[src/rtl/loader_pkg.sv]
// Shared definitions for the program loader: FSM states and frame/addressing constants.
package loader_pkg;

  typedef enum logic [2:0] {
    HDR_HI  = 3'd0,
    HDR_LO  = 3'd1,
    COLLECT = 3'd2,
    WRITE   = 3'd3,
    DONE    = 3'd4,
    ERROR   = 3'd5
  } state_e;

  localparam int unsigned WORD_BYTES = 4;
  localparam logic [31:0] ADDR_STEP  = 32'd4;

endpackage

[src/rtl/loader_timeout.sv]
// Inter-byte idle counter: cleared by each accepted byte, flags expiry on the
// edge at which LIMIT idle cycles have elapsed.
module loader_timeout #(
  parameter int unsigned LIMIT = 1_000_000
) (
  input  logic clock,
  input  logic reset,
  input  logic clear_i,
  input  logic count_i,
  output logic expire_o
);

  localparam int unsigned W = (LIMIT < 2) ? 1 : $clog2(LIMIT);

  logic [W-1:0] count_q;

  always_ff @(posedge clock) begin
    if (reset || clear_i) begin
      count_q <= '0;
    end else if (count_i) begin
      count_q <= count_q + 1'b1;
    end
  end

  // Expiry fires on the edge that would complete the LIMIT-th idle cycle.
  assign expire_o = count_i && !clear_i && (count_q == W'(LIMIT - 1));

endmodule

[src/rtl/program_loader.sv]
// Boot loader: assembles a big-endian byte stream into words, writes them to
// data memory and holds the CPU in reset until the image is complete.
module program_loader
  import loader_pkg::*;
#(
  parameter logic [31:0] BASE_ADDR      = 32'h0000_0000,
  parameter int unsigned MAX_WORDS      = 256,
  parameter int unsigned TIMEOUT_CYCLES = 1_000_000
) (
  input  logic        clock,
  input  logic        reset,
  input  logic        rxValid,
  input  logic [7:0]  rxData,
  output logic        rxReady,
  output logic        memWrite,
  output logic [31:0] address,
  output logic [31:0] writeData,
  output logic        cpuReset,
  output logic        done,
  output logic        error
);

  state_e      state_q;
  logic [15:0] count_q;
  logic [15:0] wcount_q;
  logic [23:0] word_q;
  logic [1:0]  bidx_q;
  logic        rxReady_q;
  logic        memWrite_q;
  logic [31:0] address_q;
  logic [31:0] writeData_q;
  logic        cpuReset_q;
  logic        done_q;
  logic        error_q;

  logic        accept;
  logic        counting;
  logic        expire;
  logic [15:0] hdr_count;

  assign accept    = rxValid && rxReady_q;
  assign counting  = (state_q == HDR_LO) || (state_q == COLLECT);
  assign hdr_count = {count_q[15:8], rxData};

  loader_timeout #(
    .LIMIT (TIMEOUT_CYCLES)
  ) u_timeout (
    .clock    (clock),
    .reset    (reset),
    .clear_i  (accept),
    .count_i  (counting),
    .expire_o (expire)
  );

  always_ff @(posedge clock) begin
    if (reset) begin
      state_q     <= HDR_HI;
      count_q     <= '0;
      wcount_q    <= '0;
      word_q      <= '0;
      bidx_q      <= '0;
      rxReady_q   <= 1'b1;
      memWrite_q  <= 1'b0;
      address_q   <= BASE_ADDR;
      writeData_q <= '0;
      cpuReset_q  <= 1'b1;
      done_q      <= 1'b0;
      error_q     <= 1'b0;
    end else begin
      case (state_q)
        HDR_HI: begin
          if (accept) begin
            count_q[15:8] <= rxData;
            state_q       <= HDR_LO;
          end
        end
        HDR_LO: begin
          if (accept) begin
            count_q[7:0] <= rxData;
            bidx_q       <= '0;
            if (hdr_count == 16'd0) begin
              state_q    <= DONE;
              rxReady_q  <= 1'b0;
              done_q     <= 1'b1;
              cpuReset_q <= 1'b0;
            end else if ({16'd0, hdr_count} > MAX_WORDS) begin
              state_q   <= ERROR;
              rxReady_q <= 1'b0;
              error_q   <= 1'b1;
            end else begin
              state_q <= COLLECT;
            end
          end else if (expire) begin
            state_q   <= ERROR;
            rxReady_q <= 1'b0;
            error_q   <= 1'b1;
          end
        end
        COLLECT: begin
          if (accept) begin
            word_q <= {word_q[15:0], rxData};
            bidx_q <= bidx_q + 2'd1;
            if (bidx_q == 2'(WORD_BYTES - 1)) begin
              state_q     <= WRITE;
              rxReady_q   <= 1'b0;
              memWrite_q  <= 1'b1;
              writeData_q <= {word_q, rxData};
            end
          end else if (expire) begin
            state_q   <= ERROR;
            rxReady_q <= 1'b0;
            error_q   <= 1'b1;
          end
        end
        WRITE: begin
          memWrite_q <= 1'b0;
          address_q  <= address_q + ADDR_STEP;
          wcount_q   <= wcount_q + 16'd1;
          if ((wcount_q + 16'd1) == count_q) begin
            state_q    <= DONE;
            done_q     <= 1'b1;
            cpuReset_q <= 1'b0;
          end else begin
            state_q   <= COLLECT;
            rxReady_q <= 1'b1;
          end
        end
        DONE, ERROR: begin
        end
        default: begin
          state_q   <= ERROR;
          rxReady_q <= 1'b0;
          error_q   <= 1'b1;
        end
      endcase
    end
  end

  assign rxReady   = rxReady_q;
  assign memWrite  = memWrite_q;
  assign address   = address_q;
  assign writeData = writeData_q;
  assign cpuReset  = cpuReset_q;
  assign done      = done_q;
  assign error     = error_q;

endmodule

[config.mk]
export PLATFORM = sky130hd
export DESIGN_NAME = program_loader
export DESIGN_NICKNAME = d
export VERILOG_FILES = /design/src/rtl/loader_pkg.sv /design/src/rtl/loader_timeout.sv /design/src/rtl/program_loader.sv
export SDC_FILE = /design/constraint.sdc
export NUM_CORES = 1
export LEC_CHECK = 0
export ABC_AREA = 0
export CAP_MARGIN = 10
export CORE_UTILIZATION = 57
export CTS_BUF_LIST = sky130_fd_sc_hd__clkbuf_2
export DETAILED_ROUTE_END_ITERATION = 10
export PLACE_DENSITY = 0.82
export SLEW_MARGIN = 25
export SYNTH_ARGS = -nofsm -noshare
export SYNTH_HDL_FRONTEND = slang
export SYNTH_SLANG_ARGS = --single-unit
[constraint.sdc]
create_clock -name clock -period 3.55 [get_ports clock]
set_clock_uncertainty 0.15 [all_clocks]
set_input_delay 0.5325 -clock clock [delete_from_list [all_inputs] [get_ports clock]]
set_output_delay 0.5325 -clock clock [all_outputs]
set_load 0.1 [all_outputs]
# After elaboration in Yosys (flattened, before gate mapping)
# Cells that the tools add are included.
op_classes:
  reduce_logical: 24
  n_eq_ne: 20
  n_addsub: 4
  n_bitwise: 3
  n_mux: 37
  order_cmp: 1
ops:
  columns: ["operator", "n"]
  rows:
  - ["$add 32x3->32 const B", 1]
  - ["$mux 3", 8]
  - ["$add 20x1->20 const B", 1]
  - ["$eq 20x20->1 const B", 1]
  - ["$mux 1", 20]
  - ["$add 16x1->16 const B", 1]
  - ["$eq 16x16->1", 1]
  - ["$gt 16x9->1 const B", 1]
  - ["$logic_not 16->1", 1]
  - ["$pmux 3 s5", 1]
  - ["$reduce_and 3->1", 4]
  - ["$reduce_and 4->1", 3]
  - ["$ne 2x1->1 const B", 5]
  - ["$ne 3x3->1 const B", 3]
  - ["$eq 3x2->1 const B", 2]
  - ["$eq 3x3->1 const B", 2]
  - ["$ne 2x2->1 const B", 3]
  - ["$pmux 1 s2", 3]
  - ["$reduce_and 2->1", 3]
  - ["$reduce_bool 2->1", 3]
  - ["$mux 2", 2]
  - ["$ne 4x4->1 const B", 1]
  - ["$pmux 1 s4", 1]
  - ["$pmux 2 s2", 1]
  - ["other kinds (12)", 17]
totals:
  ff_bits: 150
  out_inout_bits: 69

# Logic depth before layout (Yosys ltp)
# Gate-level depths: netlist of run 1.
depth:
  depth_word: 7
  depth_mapped: 9

# Modules after synthesis
# A second synthesis of run 1 with hierarchy kept.
hier_totals:
  cells_unflattened: 807
  area_unflattened_um2: 6635.1
modules_own_cells:
  columns: ["module", "instances", "cells_per_inst", "area_each_um2"]
  rows:
  - ["program_loader", 1, 695, 5674.2]
  - ["loader_timeout", 1, 112, 960.9]

# Least setup slack after synthesis of run 1
# Ideal clock, no wire load.
synth_path:
  path_type: "register to register"
  start: "register address_q[5], in the netlist address[5]"
  end: "register address_q[31], in the netlist address[31]"
  setup_slack_ns: 0.370
  required_time_ns: 3.333
  stages_incl_launch_ff: 7
  arrival_ns: 2.963
  setup_ns: 0.067
  period_less_slack_ns: 3.180
  path_cell_list: "dfxtp_1 > nand4_1 > nor4_1 > nand3_1 > or3_1 > xor2_1 > nor2_1"
synth_between:
  elab_chain_cells: 1
synth_lines:
  columns: ["item", "line", "rtl"]
  rows:
  - ["start: declaration", "program_loader.sv:30", "logic [31:0] address_q;"]
  - ["start signal: assignment", "program_loader.sv:117", "address_q <= address_q + ADDR_STEP;"]
  - ["$add 32x3->32", "program_loader.sv:117", null]
# Every way passes these cells.
# A chain may end at the register's enable or synchronous reset.

# Worst setup path after layout of run 1
layout_path:
  start: "register wcount_q[0]"
  end: "register done_q, in the netlist done"
layout_between:
  elab_chain_cells: 4
layout_lines:
  columns: ["item", "line", "rtl"]
  rows:
  - ["start: declaration", "program_loader.sv:25", "logic [15:0] wcount_q;"]
  - ["start signal: assignment", "program_loader.sv:118", "wcount_q <= wcount_q + 16'd1;"]
  - ["$add 16x1->16", "program_loader.sv:119", "if ((wcount_q + 16'd1) == count_q) begin"]
  - ["$eq 16x16->1", "program_loader.sv:119", null]
  - ["$ne 2x2->1 (no line)", null, null]
  - ["$reduce_and 4->1 (no line)", null, null]
  - ["end signal: assignment", "program_loader.sv:67", "done_q <= 1'b0;"]
  - ["end signal: assignment", "program_loader.sv:84", "done_q <= 1'b1;"]
  - ["end signal: assignment", "program_loader.sv:121", "done_q <= 1'b1;"]
  - ["end: declaration", "program_loader.sv:33", "logic done_q;"]
# Every way passes these cells.

==> flow_summary.toml, run 1 <==
[power]
ir_drop_v = 0.000318
p_leak_nw = 2.51
p_per_area_nw_per_um2 = 452

[clock_network]
clock_sinks = 148
cts_buffer_depth = 2
hold_buffers = 0
worst_skew_pair.late_latency_ns = 0.76
cts_made_buffers = 17
cts_tree = "done"
cts_resized = 0
clkSlewWorstSetupHoldPaths_ns = 0.25
h-tree-depth = 4
postCtsSetupRepairBufs = 0
cts-root-buf = "clkbuf_2"

[timing]
period_needed_ns = 3.16
max_clock_freq_mhz = 317
relSlewSlack = 0.308
worst_pin_slew_ns = 1.03
hold_ws_ns = 0.0994
fin_setup_tns_ns = 0
fin_crit_sh = 0.890
finalSetupViolations = 0
hold_viol = 0
rsz0062_at_grt = "no"
slew_violations = 0

[global_routing]
antenna_found_initial = 0
first_global_vias = 5213
grt_max_degree = 69
grt_use_met2 = 0.440
grt_pass1_wl_mm = 24.3
grtUsageMet3 = 0.0657
met1_usage = 0.327
grt_overflow_total = 0
top_usage_layer = "met2"
grt_use_total = 0.265

[worst_hold_path]
min_path_cells = 2
min-delay-start = "reset"
hp-class = "input port to flip-flop"
hold_end = "wcount_q[7]$_SDFFE_PP0P_"

[die]
fp.coreArea_um2 = 10900
dieArea_um2 = 11700
start_util = 0.590
fp.dieW_um = 108
row_count = 38
ios = 80
die_h_um = 108

[drt]
dr.pass1.iters = 4
drc = 0
drt_iter0_drc = 374
wl_mm = 14.7
routed_via_density = 5.59
ant_nets = 0
wl_per_cell_um = 14.6
vias = 5626

[setup_path]
r2r-start = "wcount_q[0]$_SDFFE_PP0P_"
path_class = "flip-flop to flip-flop"
start_kind = "flip-flop"
critPathMaxStageDelay_ns = 0.54
crit_slowest_cell = "or4_1"
cpLargestDelayFamily = "simple AND/OR/NAND/NOR gates"
rr_endpoint = "done$_SDFFE_PP0P_"
cp.required_ns = 4.07
crit_chain = "ha_1, nand3_1, a2111o_1, o211a_1, or4_1, or4_4, a221oi_2"
reg2reg_slack_ns = 0.39
path_buf_inv = 0
critPathMaxFanout = 8
cp_data_arrival_time_ns = 3.68
r2r_cells = 7
setup.worst_path.end_class = "flip-flop"

[final_layout]
fill_cells = 894
fin_area_um2 = 7520
diodes = 0
final_common_cell = "nand2_1"
final_cell_mix = "171 x nand2_1, 148 x dfxtp_1, 84 x nor2_1"
final_layout_size_suffix_gt1_frac = 0.0565
nNetsFinal = 869
syn2layout_area_growth_pct = 17.1

[synthesis]
synthAdderAreaFrac = 0.00779
ys_seq_area_frac = 0.461
syn-instance-count = 793
synth-edff-count = 0
synth-simple-area-share = 0.274
netlist-cell-type-count = 53
synthMuxAreaShare = 0.0125
synth.top_cell.area_share = 0.461
synth_area_leader_cell = "dfxtp_1"
syn_area_per_cell_um2 = 8.10
synth_top_family_by_area = "simple AND/OR/NAND/NOR gates"
synth_ff_type = "dfxtp_1"
synth_compound_area_frac = 0.109
synth_area_leaders = "dfxtp_1 46%, nand2_1 10%, a21oi_1 6.5%"
synth_xor_area_frac = 0.102
synth_warnings = 0
syn_area_um2 = 6420
async_reset_ff_frac = 0
ys_seq_elements = 148

[placed_design]
placed_area_um2 = 7260
gp_congestion = 0.858
hpwl_mm = 10.2
port_buffers = 77

[job]
cap_violations = 0

[outcome]
status = "finished, final reports clean"
[sequential cells by signal (all words and copies together) (netlist names)]
signal	flops
address	30
bidx_q	2
count_q	16
cpuReset	1
done	1
error	1
memWrite	1
rxReady	1
state_q	3
u_timeout.count_q	20
wcount_q	16
word_q	24
writeData	32
[logic make-up (layout without fill, tap and decap cells)]
kind of cell,Yosys count,count (layout)
other cells,1,2
simple gates,379,379
mux,8,8
flops,148,148
fa+ha+maj,4,4
xor+xnor,75,75
buf+inv,54,127
compound gates,124,124
[report_power, final]
part / switching, mW / total [mW] / internal (mW)
clock: 0.645 / 1.04 / 0.400
sequential: 0.0862 / 1.81 / 1.72
combinational: 0.352 / 0.544 / 0.192
total: 1.08 / 3.40 / 2.31
[metal layers]
| metal | share of wire | vias up |
|---|---|---|
| met2 | 0.49 | 117 |
| met1 | 0.45 | 2669 |
| li1 | - | 2813 |
| met5 | 0 | - |
| met3 | 0.042 | 27 |
| met4 | 0.022 | 0 |
[synthesized netlist by cell type, types with 5 or more instances]
master and count:
and3_1 10, clkbuf_1 35, nor4_1 12, or3_1 11
nand2b_1 5, nand4_1 25, nand3_1 21, nor2_1 84
mux2i_1 8, dfxtp_1 148, and2_1 5, nand2_1 171
xnor2_1 33, o21ai_0 17, nor2b_1 5, nor3_1 12
xor2_1 42, inv_1 9, a21oi_1 83
[how the worst max path moves through the flow]
stage                             startpoint  depth (start not counted)  slack (ns)                        to
finish              wcount_q[0]$_SDFFE_PP0P_                          7        0.39         done$_SDFFE_PP0P_
global route        wcount_q[0]$_SDFFE_PP0P_                          7        0.26         done$_SDFFE_PP0P_
CTS                  address[4]$_SDFFE_PP0P_                          1        0.41                address[4]
detailed placement  wcount_q[0]$_SDFFE_PP0P_                          7        0.50         done$_SDFFE_PP0P_
global placement    wcount_q[0]$_SDFFE_PP0P_                          7        0.57         done$_SDFFE_PP0P_
floorplan            address[5]$_SDFFE_PP0P_                          6        0.37  address[31]$_SDFFE_PP0P_
[area by class of cell]
type,instances,area (µm²),area share
Clock buffer,17,85.1,0.0113
Clock inverter,15,179,0.0238
Inverter,9,33.8,0.00449
Multi-Input combinational cell,592,3250,0.432
Sequential cell,148,2960,0.394
Tap cell,140,175,0.0233
Timing Repair Buffer,86,836,0.111
[metrics by stage]
stage	util	power (mW)	cells	setup slack, ns
finish	0.691	3.40	1007	0.391
global placement	0.667	2.37	975	0.569
global route	0.691	3.55	1007	0.264
CTS	0.691	3.41	1007	0.409
detailed placement	0.667	2.38	975	0.499
floorplan	-	2.25	794	0.370
Power figures use the tool's default switching activity.
==> run 2: changes to the inputs <==
- CORE_ASPECT_RATIO: unset -> 1.2
- CORE_UTILIZATION: 57 -> 60
- PLACE_DENSITY: 0.82 -> 0.85
- clock period: 3.55 -> 3.8 ns (I/O delays scaled with it)
==> flow_summary.toml, run 2 (synthesized netlist as in run 1, its figures left out) <==
[timing]
period_needed_ns = 3.15
fin_crit_sh = 0.829
max_clock_freq_mhz = 317
slew_violations = 0
fin_setup_tns_ns = 0
setup_ws_ns = 0.648
hold_viol = 0
worst_pin_slew_ns = 1.00
finalSetupViolations = 0
rsz0062_at_grt = "no"
relSlewSlack = 0.324

[final_layout]
syn2layout_area_growth_pct = 16.4
largest_reg_flops = 32
final_cell_mix = "171 x nand2_1, 148 x dfxtp_1, 84 x nor2_1"
final_util = 0.715
diodes = 0
final_layout_size_suffix_gt1_frac = 0.0532
nNetsFinal = 867
final_common_cell = "nand2_1"
fill_cells = 827
fin_area_um2 = 7480

[global_routing]
grt_overflow_total = 0
grt_pass1_wl_mm = 23.3
grt_max_degree = 88
antenna_found_initial = 0
first_global_vias = 5136
grt_use_total = 0.267

[drt]
highest_layer = "met4"
ant_nets = 0
drt_iter0_drc = 527
routed_via_density = 5.79
routed-wl-met3_um = 835
wl_met1_mm = 6.14
wl_per_cell_um = 14.6
dr.pass1.iters = 5
vias = 5753
wl_met2_mm = 7.09
wl_mm = 14.5
drc = 0

[die]
fp.dieW_um = 96.5
row_count = 41
ios = 80
start_util = 0.614
die_h_um = 115
dieArea_um2 = 11100
fp.coreArea_um2 = 10500

[setup_path]
cpLargestDelayFamily = "simple AND/OR/NAND/NOR gates"
crit_slowest_cell = "or4_1"
critPathMaxFanout = 8
path_class = "flip-flop to flip-flop"
critPathMaxStageDelay_ns = 0.53
crit_chain = "ha_1, nand3_1, a2111o_1, o211a_1, or4_1, nor4_1, o21ai_0"
start_kind = "flip-flop"
cp.required_ns = 4.23
cp_data_arrival_time_ns = 3.58
reg2reg_slack_ns = 0.65
setup.worst_path.end_class = "flip-flop"
path_buf_inv = 0

[power]
p_per_area_nw_per_um2 = 413
p_leak_nw = 2.50
seq_power_share = 0.550
p_comb_frac = 0.165
p_sw_mw = 0.990
clkPwrFrac = 0.285
netSwitchingFraction = 0.321
fin_total_pwr_mw = 3.09
internal_power_mw = 2.10
ir_drop_v = 0.000376

[placed_design]
hpwl_mm = 10.1
placed_area_um2 = 7240
pre_cts_slack_ns = 0.737
gp_congestion = 0.919
port_buffers = 77

[clock_network]
cts_made_buffers = 17
postCtsSetupRepairBufs = 0
worst_skew_pair.late_latency_ns = 0.70
cts-root-buf = "clkbuf_2"
clock_sinks = 148
cts_tree = "done"
cts_resized = 0
cts_buffer_depth = 2
h-tree-depth = 4
clkSlewWorstSetupHoldPaths_ns = 0.22
hold_buffers = 0

[job]
cap_violations = 0

[outcome]
status = "finished, final reports clean"

[worst_hold_path]
hp-class = "input port to flip-flop"
==> run 2: cell types whose count changed in the layout (fill, tap and decap cells not counted), sizes merged <==
cell,change
buf,-2
clkinvlp,-2
bufinv,-1
clkinv,+3
==> run 2: per-layer routing <==
layer | vias to the layer above | global-route usage
met4 | 0 | 0.116
met5 | - | 0
met3 | 46 | 0.0582
li1 | 2812 | -
met2 | 195 | 0.446
met1 | 2700 | 0.329
==> run 2: layout make-up <==
| class | instances | area (µm²) | area share |
|---|---|---|---|
| clock inverters | 15 | 154 | 0.0206 |
| flip-flops and latches | 148 | 2960 | 0.396 |
| well taps | 129 | 161 | 0.0216 |
| inverters | 9 | 33.8 | 0.00452 |
| clock buffers | 17 | 85.1 | 0.0114 |
| repair buffers | 84 | 833 | 0.111 |
| multi-input cells | 592 | 3250 | 0.435 |
==> run 2: final timing paths <==
check / from / cells past startpoint / end
setup / recovery: wcount_q[0]$_SDFFE_PP0P_ / 7 / cpuReset$_SDFFE_PP1P_
hold / removal: reset / 2 / count_q[9]$_SDFFE_PP0P_
setup reg to reg: wcount_q[0]$_SDFFE_PP0P_ / 7 / cpuReset$_SDFFE_PP1P_
hold reg to reg: word_q[23]$_SDFFE_PP0P_ / 2 / writeData[31]$_SDFFE_PP0P_
==> run 2: power by group through the flow <==
stage	Combinational (mW)	Clock, mW	Sequential (mW)
global route	0.548	0.958	1.71
finish	0.510	0.880	1.70
floorplan	0.348	0	1.75
global placement	0.485	0	1.72
detailed placement	0.501	0	1.72
CTS	0.504	0.906	1.69
==> run 2: per-stage QoR <==
stage	std cells	hold WS, ns
after floorplan	794	0.282
after global placement	962	0.292
after detailed placement	962	0.297
after CTS	994	0.101
after global routing	994	0.115
final	994	0.143
==> run 3: changes to the inputs <==
- CORE_UTILIZATION: 60 -> 52
- PLACE_DENSITY: 0.85 -> 0.78
- clock period: 3.8 -> 2.8 ns (I/O delays scaled with it)
==> flow_summary.toml, run 3 (synthesized netlist as in run 1, its figures left out) <==
[outcome]
status = "finished, final reports clean"

[setup_path]
r2r-start = "wcount_q[0]$_SDFFE_PP0P_"
setup.worst_path.end_class = "flip-flop"
cpLargestDelayFamily = "simple AND/OR/NAND/NOR gates"
critPathMaxStageDelay_ns = 0.54
path_buf_inv = 0
crit_slowest_cell = "or4_4"
cp_data_arrival_time_ns = 3.15
crit_chain = "ha_4, nand3_1, a2111o_1, o211a_1, or4_4, or4_4, a221oi_2"
start_kind = "flip-flop"
path_class = "flip-flop to flip-flop"
reg2reg_slack_ns = 0.11
critPathMaxFanout = 8
r2r_cells = 7
rr_endpoint = "done$_SDFFE_PP0P_"
cp.required_ns = 3.26
cp_common_cell = "or4_4"

[drt]
drt_iter0_drc = 373
ant_nets = 0
routed_via_density = 5.41
wl_per_cell_um = 14.4
wl_mm = 15.1
vias = 5696
dr.pass1.iters = 4
drc = 0

[die]
fp.coreArea_um2 = 12100
ios = 80
row_count = 44
start_util = 0.533
dieArea_um2 = 12800
die_h_um = 124
fp.dieW_um = 103

[worst_hold_path]
min_path_cells = 2
min-delay-start = "reset"
hold_end = "writeData[10]$_SDFFE_PP0P_"
hp-class = "input port to flip-flop"

[timing]
hold_viol = 0
period_needed_ns = 2.69
setup_ws_ns = 0.105
finalSetupViolations = 0
relSlewSlack = 0.504
slew_violations = 0
worst_pin_slew_ns = 0.745
fin_setup_tns_ns = 0
fin_crit_sh = 0.962
max_clock_freq_mhz = 371

[global_routing]
first_global_vias = 5464
grt_overflow_total = 0
grt_max_degree = 72
antenna_found_initial = 0
grt_pass1_wl_mm = 24.8
grt_use_total = 0.248

[clock_network]
cts_made_buffers = 17
cts_tree = "done"
postCtsSetupRepairBufs = 0
cts-root-buf = "clkbuf_2"
h-tree-depth = 4
clock_sinks = 148
cts_buffer_depth = 2
clkSlewWorstSetupHoldPaths_ns = 0.25
worst_skew_pair.late_latency_ns = 0.69

[final_layout]
final_cell_mix = "171 x nand2_1, 132 x dfxtp_1, 102 x buf_4"
diodes = 0
final_util = 0.635
final_cell_count_no_fill = 1053
layout.area.seq_um2 = 2980
final_common_cell = "nand2_1"
syn2layout_area_growth_pct = 19.1
multiInputGateArea_um2 = 3280
largest_reg_flops = 32
fill_cells = 1080
nNetsFinal = 895
final_layout_size_suffix_gt1_frac = 0.183

[placed_design]
gp_congestion = 0.850
pre_cts_slack_ns = -0.179
place_inst = 1022
hpwl_mm = 10.8
port_buffers = 77

[power]
p_per_area_nw_per_um2 = 575
p_leak_nw = 2.80
ir_drop_v = 0.000535
fin_total_pwr_mw = 4.40

[job]
cap_violations = 0
-- run 3: cell count changes in the layout (fill, tap and decap cells not counted), sizes merged --
| cell | delta |
|---|---|
| buf | +95 |
| bufinv | +1 |
| clkdlybuf4s50 | -67 |
| clkinv | -8 |
| clkinvlp | +2 |
| inv | +4 |
-- run 3: worst register-to-register path: cells and delay by family, from the launching register on --
family | cells | cell delay (ns)
simple gates | 3 | 1.11
compound gates | 3 | 0.80
fa+ha+maj | 1 | 0.18
flops | 1 | 0.40
-- run 3: power breakdown --
group	total, mW	switching, mW	internal [mW]
Clock	1.36	0.833	0.531
Sequential	2.28	0.0950	2.18
Combinational	0.755	0.474	0.281
-- run 3: final cells by class --
cell class                      count  share of cell area
Sequential cell                   148               0.390
Multi-Input combinational cell    592               0.428
Timing Repair Buffer              112               0.114
Clock inverter                     14              0.0253
Clock buffer                       17              0.0111
Tap cell                          161              0.0263
Inverter                            9             0.00442
-- run 3: metrics by stage --
stage / hold slack, ns / cell area (µm²)
after floorplan: 0.282 / 6460
after global placement: 0.292 / 7350
after detailed placement: 0.297 / 7350
after CTS: 0.0593 / 7630
after global routing: 0.0883 / 7650
final: 0.117 / 7650
-- run 3: worst max path at each step --
stage                                     to                      from  depth (start not counted)  slack, ns
finish                     done$_SDFFE_PP0P_  wcount_q[0]$_SDFFE_PP0P_                          7       0.11
global route               done$_SDFFE_PP0P_  wcount_q[1]$_SDFFE_PP0P_                          8      -0.02
global placement     state_q[1]$_SDFFE_PP0P_                 rxData[3]                          8      -0.12
floorplan           address[31]$_SDFFE_PP0P_   address[5]$_SDFFE_PP0P_                          6       0.02
detailed placement   state_q[2]$_SDFFE_PP0P_                 rxData[3]                          8      -0.18
CTS                        done$_SDFFE_PP0P_  wcount_q[1]$_SDFFE_PP0P_                          8       0.07
-- run 3: routing by layer --
metal / up-vias / GRT usage / part of all wire
li1: 2858 / - / -
met1: 2685 / 0.308 / 0.43
met2: 127 / 0.414 / 0.50
met3: 26 / 0.0438 / 0.045
met4: 0 / 0.116 / 0.020
met5: - / 0 / 0
-- run 3: what timing repair did --
item,in CTS,in global routing
resized for setup,0,6
hold buffers,0,0
endpoints found under the setup margin,0,5
